==> src/rtl/pipelined_adder.sv <==
// Valid/ready pipelined adder/subtractor: each stage adds one CHUNK-bit slice and
// passes its carry to the next stage, so a WIDTH-bit add completes in WIDTH/CHUNK cycles.
module pipelined_adder #(
  parameter int WIDTH = 16,
  parameter int CHUNK = 4
) (
  input  logic             clk,
  input  logic             rst_n,
  input  logic             in_valid,
  output logic             in_ready,
  input  logic [WIDTH-1:0] in_a,
  input  logic [WIDTH-1:0] in_b,
  input  logic             in_cin,
  input  logic             in_sub,
  output logic             out_valid,
  input  logic             out_ready,
  output logic [WIDTH-1:0] out_sum,
  output logic             out_cout,
  output logic             out_ovf,
  output logic             out_zero
);

  localparam int STAGES = WIDTH / CHUNK;
  localparam int LAST   = STAGES - 1;

  // Per-stage state: valid, low-order sum so far, carry out, carried operands, carry into chunk MSB.
  logic [STAGES-1:0] vld_q;
  logic [STAGES-1:0] cry_q;
  logic [STAGES-1:0] cmsb_q;
  logic [WIDTH-1:0]  sum_q [STAGES];
  logic [WIDTH-1:0]  a_q   [STAGES];
  logic [WIDTH-1:0]  b_q   [STAGES];

  logic [STAGES-1:0] load;
  logic [STAGES-1:0] src_vld;
  logic [STAGES-1:0] src_cry;
  logic [WIDTH-1:0]  src_a   [STAGES];
  logic [WIDTH-1:0]  src_b   [STAGES];
  logic [WIDTH-1:0]  src_sum [STAGES];

  logic [CHUNK:0]    add_w    [STAGES];
  logic [WIDTH-1:0]  nxt_sum  [STAGES];
  logic [STAGES-1:0] nxt_cry;
  logic [STAGES-1:0] nxt_cmsb;

  logic chain;
  logic accept;

  // A stage may load when it is empty or its occupant moves forward this cycle;
  // walking back from the output lets any bubble absorb backpressure.
  always_comb begin
    // NOTE: combinational blocks use blocking '=' so later statements see the updated value.
    load  = '0;
    chain = !vld_q[LAST] || out_ready;
    load[LAST] = chain;
    for (int k = LAST - 1; k >= 0; k--) begin
      chain   = !vld_q[k] || chain;
      load[k] = chain;
    end
  end

  assign in_ready = rst_n && load[0];
  assign accept   = in_valid && in_ready;

  // Stage 0 takes the operands with subtraction folded into an inverted B and carry-in of 1.
  always_comb begin
    src_vld    = '0;
    src_cry    = '0;
    src_vld[0] = accept;
    src_cry[0] = in_sub | in_cin;
    src_a[0]   = in_a;
    src_b[0]   = in_sub ? ~in_b : in_b;
    src_sum[0] = '0;
    for (int k = 1; k < STAGES; k++) begin
      src_vld[k] = vld_q[k-1];
      src_cry[k] = cry_q[k-1];
      src_a[k]   = a_q[k-1];
      src_b[k]   = b_q[k-1];
      src_sum[k] = sum_q[k-1];
    end
  end

  always_comb begin
    nxt_cry  = '0;
    nxt_cmsb = '0;
    for (int k = 0; k < STAGES; k++) begin
      add_w[k] = {1'b0, src_a[k][k*CHUNK +: CHUNK]}
               + {1'b0, src_b[k][k*CHUNK +: CHUNK]}
               + {{CHUNK{1'b0}}, src_cry[k]};
      nxt_sum[k] = src_sum[k];
      nxt_sum[k][k*CHUNK +: CHUNK] = add_w[k][CHUNK-1:0];
      nxt_cry[k] = add_w[k][CHUNK];
      // The carry into the chunk MSB is recovered from the MSB sum bit and its two addend bits.
      nxt_cmsb[k] = add_w[k][CHUNK-1] ^ src_a[k][k*CHUNK+CHUNK-1] ^ src_b[k][k*CHUNK+CHUNK-1];
    end
  end

  always_ff @(posedge clk or negedge rst_n) begin
    if (!rst_n) begin
      // NOTE: datapath arrays are reset along with the valid bits so the outputs read zero in reset.
      vld_q  <= '0;
      cry_q  <= '0;
      cmsb_q <= '0;
      for (int k = 0; k < STAGES; k++) begin
        sum_q[k] <= '0;
        a_q[k]   <= '0;
        b_q[k]   <= '0;
      end
    end else begin
      // NOTE: sequential state uses non-blocking '<=' so all stages shift on the same edge.
      for (int k = 0; k < STAGES; k++) begin
        if (load[k]) begin
          vld_q[k] <= src_vld[k];
          if (src_vld[k]) begin
            sum_q[k]  <= nxt_sum[k];
            a_q[k]    <= src_a[k];
            b_q[k]    <= src_b[k];
            cry_q[k]  <= nxt_cry[k];
            cmsb_q[k] <= nxt_cmsb[k];
          end
        end
      end
    end
  end

  assign out_valid = vld_q[LAST];
  assign out_sum   = sum_q[LAST];
  assign out_cout  = cry_q[LAST];
  assign out_ovf   = cmsb_q[LAST] ^ cry_q[LAST];
  assign out_zero  = out_valid && (sum_q[LAST] == '0);

endmodule

==> config.mk <==
export PLATFORM = sky130hd
export DESIGN_NAME = pipelined_adder
export DESIGN_NICKNAME = d
export VERILOG_FILES = /design/src/rtl/pipelined_adder.sv
export SDC_FILE = /design/constraint.sdc
export NUM_CORES = 1
export LEC_CHECK = 0
export CELL_PAD_IN_SITES_DETAIL_PLACEMENT = 0
export CELL_PAD_IN_SITES_GLOBAL_PLACEMENT = 1
export CORE_ASPECT_RATIO = 1.5
export CORE_MARGIN = 10
export CORE_UTILIZATION = 46
export CTS_BUF_LIST = sky130_fd_sc_hd__clkbuf_4 sky130_fd_sc_hd__clkbuf_8
export DETAILED_ROUTE_END_ITERATION = 10
export PLACE_DENSITY_LB_ADDON = 0.1
export SYNTH_ARGS = -nofsm -noshare
export SYNTH_HDL_FRONTEND = slang
export SYNTH_SLANG_ARGS = --single-unit
==> constraint.sdc <==
create_clock -name clk -period 2.2 [get_ports clk]
set_input_delay 0.44 -clock clk [delete_from_list [all_inputs] [get_ports clk]]
set_output_delay 0.44 -clock clk [all_outputs]
set_load 0.03 [all_outputs]
==> impl_metrics.ini <==
[run_status]
status = completed

[timing]
setup_ws_ns = 0.0867
rsz0062_at_grt = yes
post-route-period-util = 0.961
finalCriticalPeriod_ns = 2.11
fmax_mhz = 473
worst_pin_slew_ns = 1.05
slew_headroom = 0.300
hold_viol = 0
skew_ns = 0.0112
setup_viol = 0
slew_viol_final = 0

[finish]
final_cell_mix = dfrtp_1 (97), mux2_2 (66), clkdlybuf4s50_1 (54)
final_layout_size_suffix_gt1_frac = 0.255
syn_to_final_growth_pct = 22.2
final_common_cell = dfrtp_1
fin_nets = 450
n_antenna_cell = 0

[power_and_ir_drop]
power_frac_clock = 0.179
p_int_w = 0.00398
power.total_w = 0.00593
p_leak_nw = 2.31
p_per_area_nw_per_um2 = 1120
power.switching_w = 0.00195
vdd_drop_max_mv = 0.826
swShare = 0.328
pwr-share-comb = 0.358
p_seq_frac = 0.463

[floorplan]
io_pins = 59
initial_core_util = 0.470
die_area_um2 = 13800
die_y_um = 139
fp.dieW_um = 99.2
rows = 43
core_area_um2 = 9200

[yosys]
synth.avg_cell_area_um2 = 13.4
ys_types = 25
ys_ff_latch = 97
syn_nets = 382
seq_area_frac_synth = 0.561
netlist_area_um2 = 4330
ys_warn_count = 0
synth_cells = 324

[clock_tree]
cts.sink_count = 97
clockBufferDepth = 2
numCtsBuffers = 9
clkTransAtPathRegs_ns = 0.09
cts_root_buf = clkbuf_8
htreeDepth = 3
tritoncts = yes
clk-insertion-delay-late_ns = 0.37
post_cts_buffers = 0

[detailed_routing]
vias = 2499
viasPerCell = 4.92
wire_per_inst_um = 14.3
drt_iter0_drc = 46
first_pass_iters = 4
drc_errors = 0
ant_nets = 0
wirelength_um = 7270

[grt]
grt_first_pass_wirelength_um = 12500
grtUsageTotal = 0.112
antenna_found_initial = 0
grt_pass1_vias = 2586
grt_max_degree = 87
grt_overflow = 0

[critical_path]
r2r_cells = 5
endpoint_kind = output port
worstSetupStartpointType = flip-flop
cp_common_cell = buf_4
path_class = reg -> out
slowest_delay_ns = 0.40
critical_path_peak_fanout = 3
critPathRequiredTime_ns = 1.76
cp.arrival_ns = 1.67
slowest_stage = dfrtp_1
path_cells = nor4_1 > buf_4 > nand4_1 > nor4_2 > buf_4

[placement]
hpwl_um = 5480
io_buffers = 58
place_congestion = 0.721
dp_slack_ns = -0.320

[min_path]
hold_depth = 2
hold_class = reg -> reg

[job]
maxCapViolCount = 0
==> timing repair <==
item	4_1_cts	5_1_grt
hold buffers	1	0
gates resized for setup	0	1
endpoints found under the hold margin	11	0
setup endpoints to repair	0	2
==> metrics by stage <==
stage                     setup TNS [ns]  hold slack (ns)  instance area (um^2)  utilization  instances
after global placement             -1.08            0.300                  5090        0.554        492
after floorplan                  -0.0357            0.144                  4340            -        324
final                                  0            0.484                  5290        0.575        508
after global routing             -0.0945            0.509                  5290        0.575        508
after CTS                              0            0.493                  5280        0.574        508
after detailed placement           -1.19            0.300                  5090        0.554        492
==> cell type report <==
cell class | instances | area, um^2
clock buffer | 12 | 165
inverter | 8 | 30.0
sequential | 97 | 2430
multi-input combinational | 206 | 1790
clock inverter | 3 | 15.0
timing repair buffer | 70 | 718
fill | 777 | 3910
tap | 112 | 140
==> cells by family after synthesis <==
| family | share of synthesized area |
|---|---|
| AO/OA/AOI/OAI | 0.0581 |
| XOR/XNOR | 0.0567 |
| adder cells (fa/ha/maj) | 0.0717 |
| buffers and inverters | 0.0278 |
| flip-flops | 0.561 |
| multiplexers | 0.172 |
| AND/OR/NAND/NOR | 0.0529 |
==> power by group through the flow <==
stage          clock, W  sequential, W  combinational [W]
3_5_place_dp          0        0.00280            0.00216
4_1_cts         0.00110        0.00276            0.00217
2_1_floorplan         0        0.00299            0.00116
3_3_place_gp          0        0.00277            0.00212
5_1_grt         0.00120        0.00283            0.00236
6_report        0.00106        0.00274            0.00212
==> final timing paths <==
check | endpoint | slack, ns | start
worst max-delay path | out_zero | 0.09 | out_sum[8]
worst min-delay path | nxt_sum[11] | 0.48 | nxt_sum[11]
worst max register to register | cry_q[3] | 0.34 | cry_q[2]
worst min register to register | nxt_sum[11] | 0.48 | nxt_sum[11]
max in group asynchronous | out_sum[9] | 0.41 | rst_n
min in group asynchronous | a_q[53] | 0.52 | rst_n
==> per-layer routing <==
| layer | routed length, um | GRT usage |
|---|---|---|
| met5 | 0 | 0 |
| met4 | 146 | 0.0477 |
| met3 | 448 | 0.0469 |
| met2 | 3380 | 0.164 |
| met1 | 3290 | 0.141 |
==> synthesized netlist by cell type, drive strengths merged <==
library cell | n | area, um^2
a21o | 8 | 60.1
a21oi | 22 | 121
and2 | 1 | 6.26
and4b | 1 | 13.8
buf | 13 | 90.1
dfrtp | 97 | 2430
fa | 8 | 160
ha | 12 | 150
inv | 8 | 30.0
mux2 | 66 | 743
nand2 | 20 | 75.1
nand2b | 4 | 25.0
nand3b | 1 | 7.51
nand4 | 1 | 6.26
nand4b | 1 | 8.76
nor2 | 14 | 52.6
nor4 | 3 | 18.8
nor4b | 1 | 8.76
o21ai | 14 | 70.1
or2 | 1 | 6.26
xnor2 | 16 | 140
xor2 | 12 | 105
==> worst max-delay path: cells and delay by family (launching register included) <==
family        cells  cell delay [ns]
buf+inv           2             0.35
flops             1             0.40
simple gates      3             0.54
==> sequential cells by signal (all words and copies together), names as in the netlist <==
register	count
vld_q	4
out_sum	16
a_q	24
nxt_sum	24
b_q	24
cry_q	4
cmsb_q	1
No activity file was read; power rests on OpenSTA's default activity.
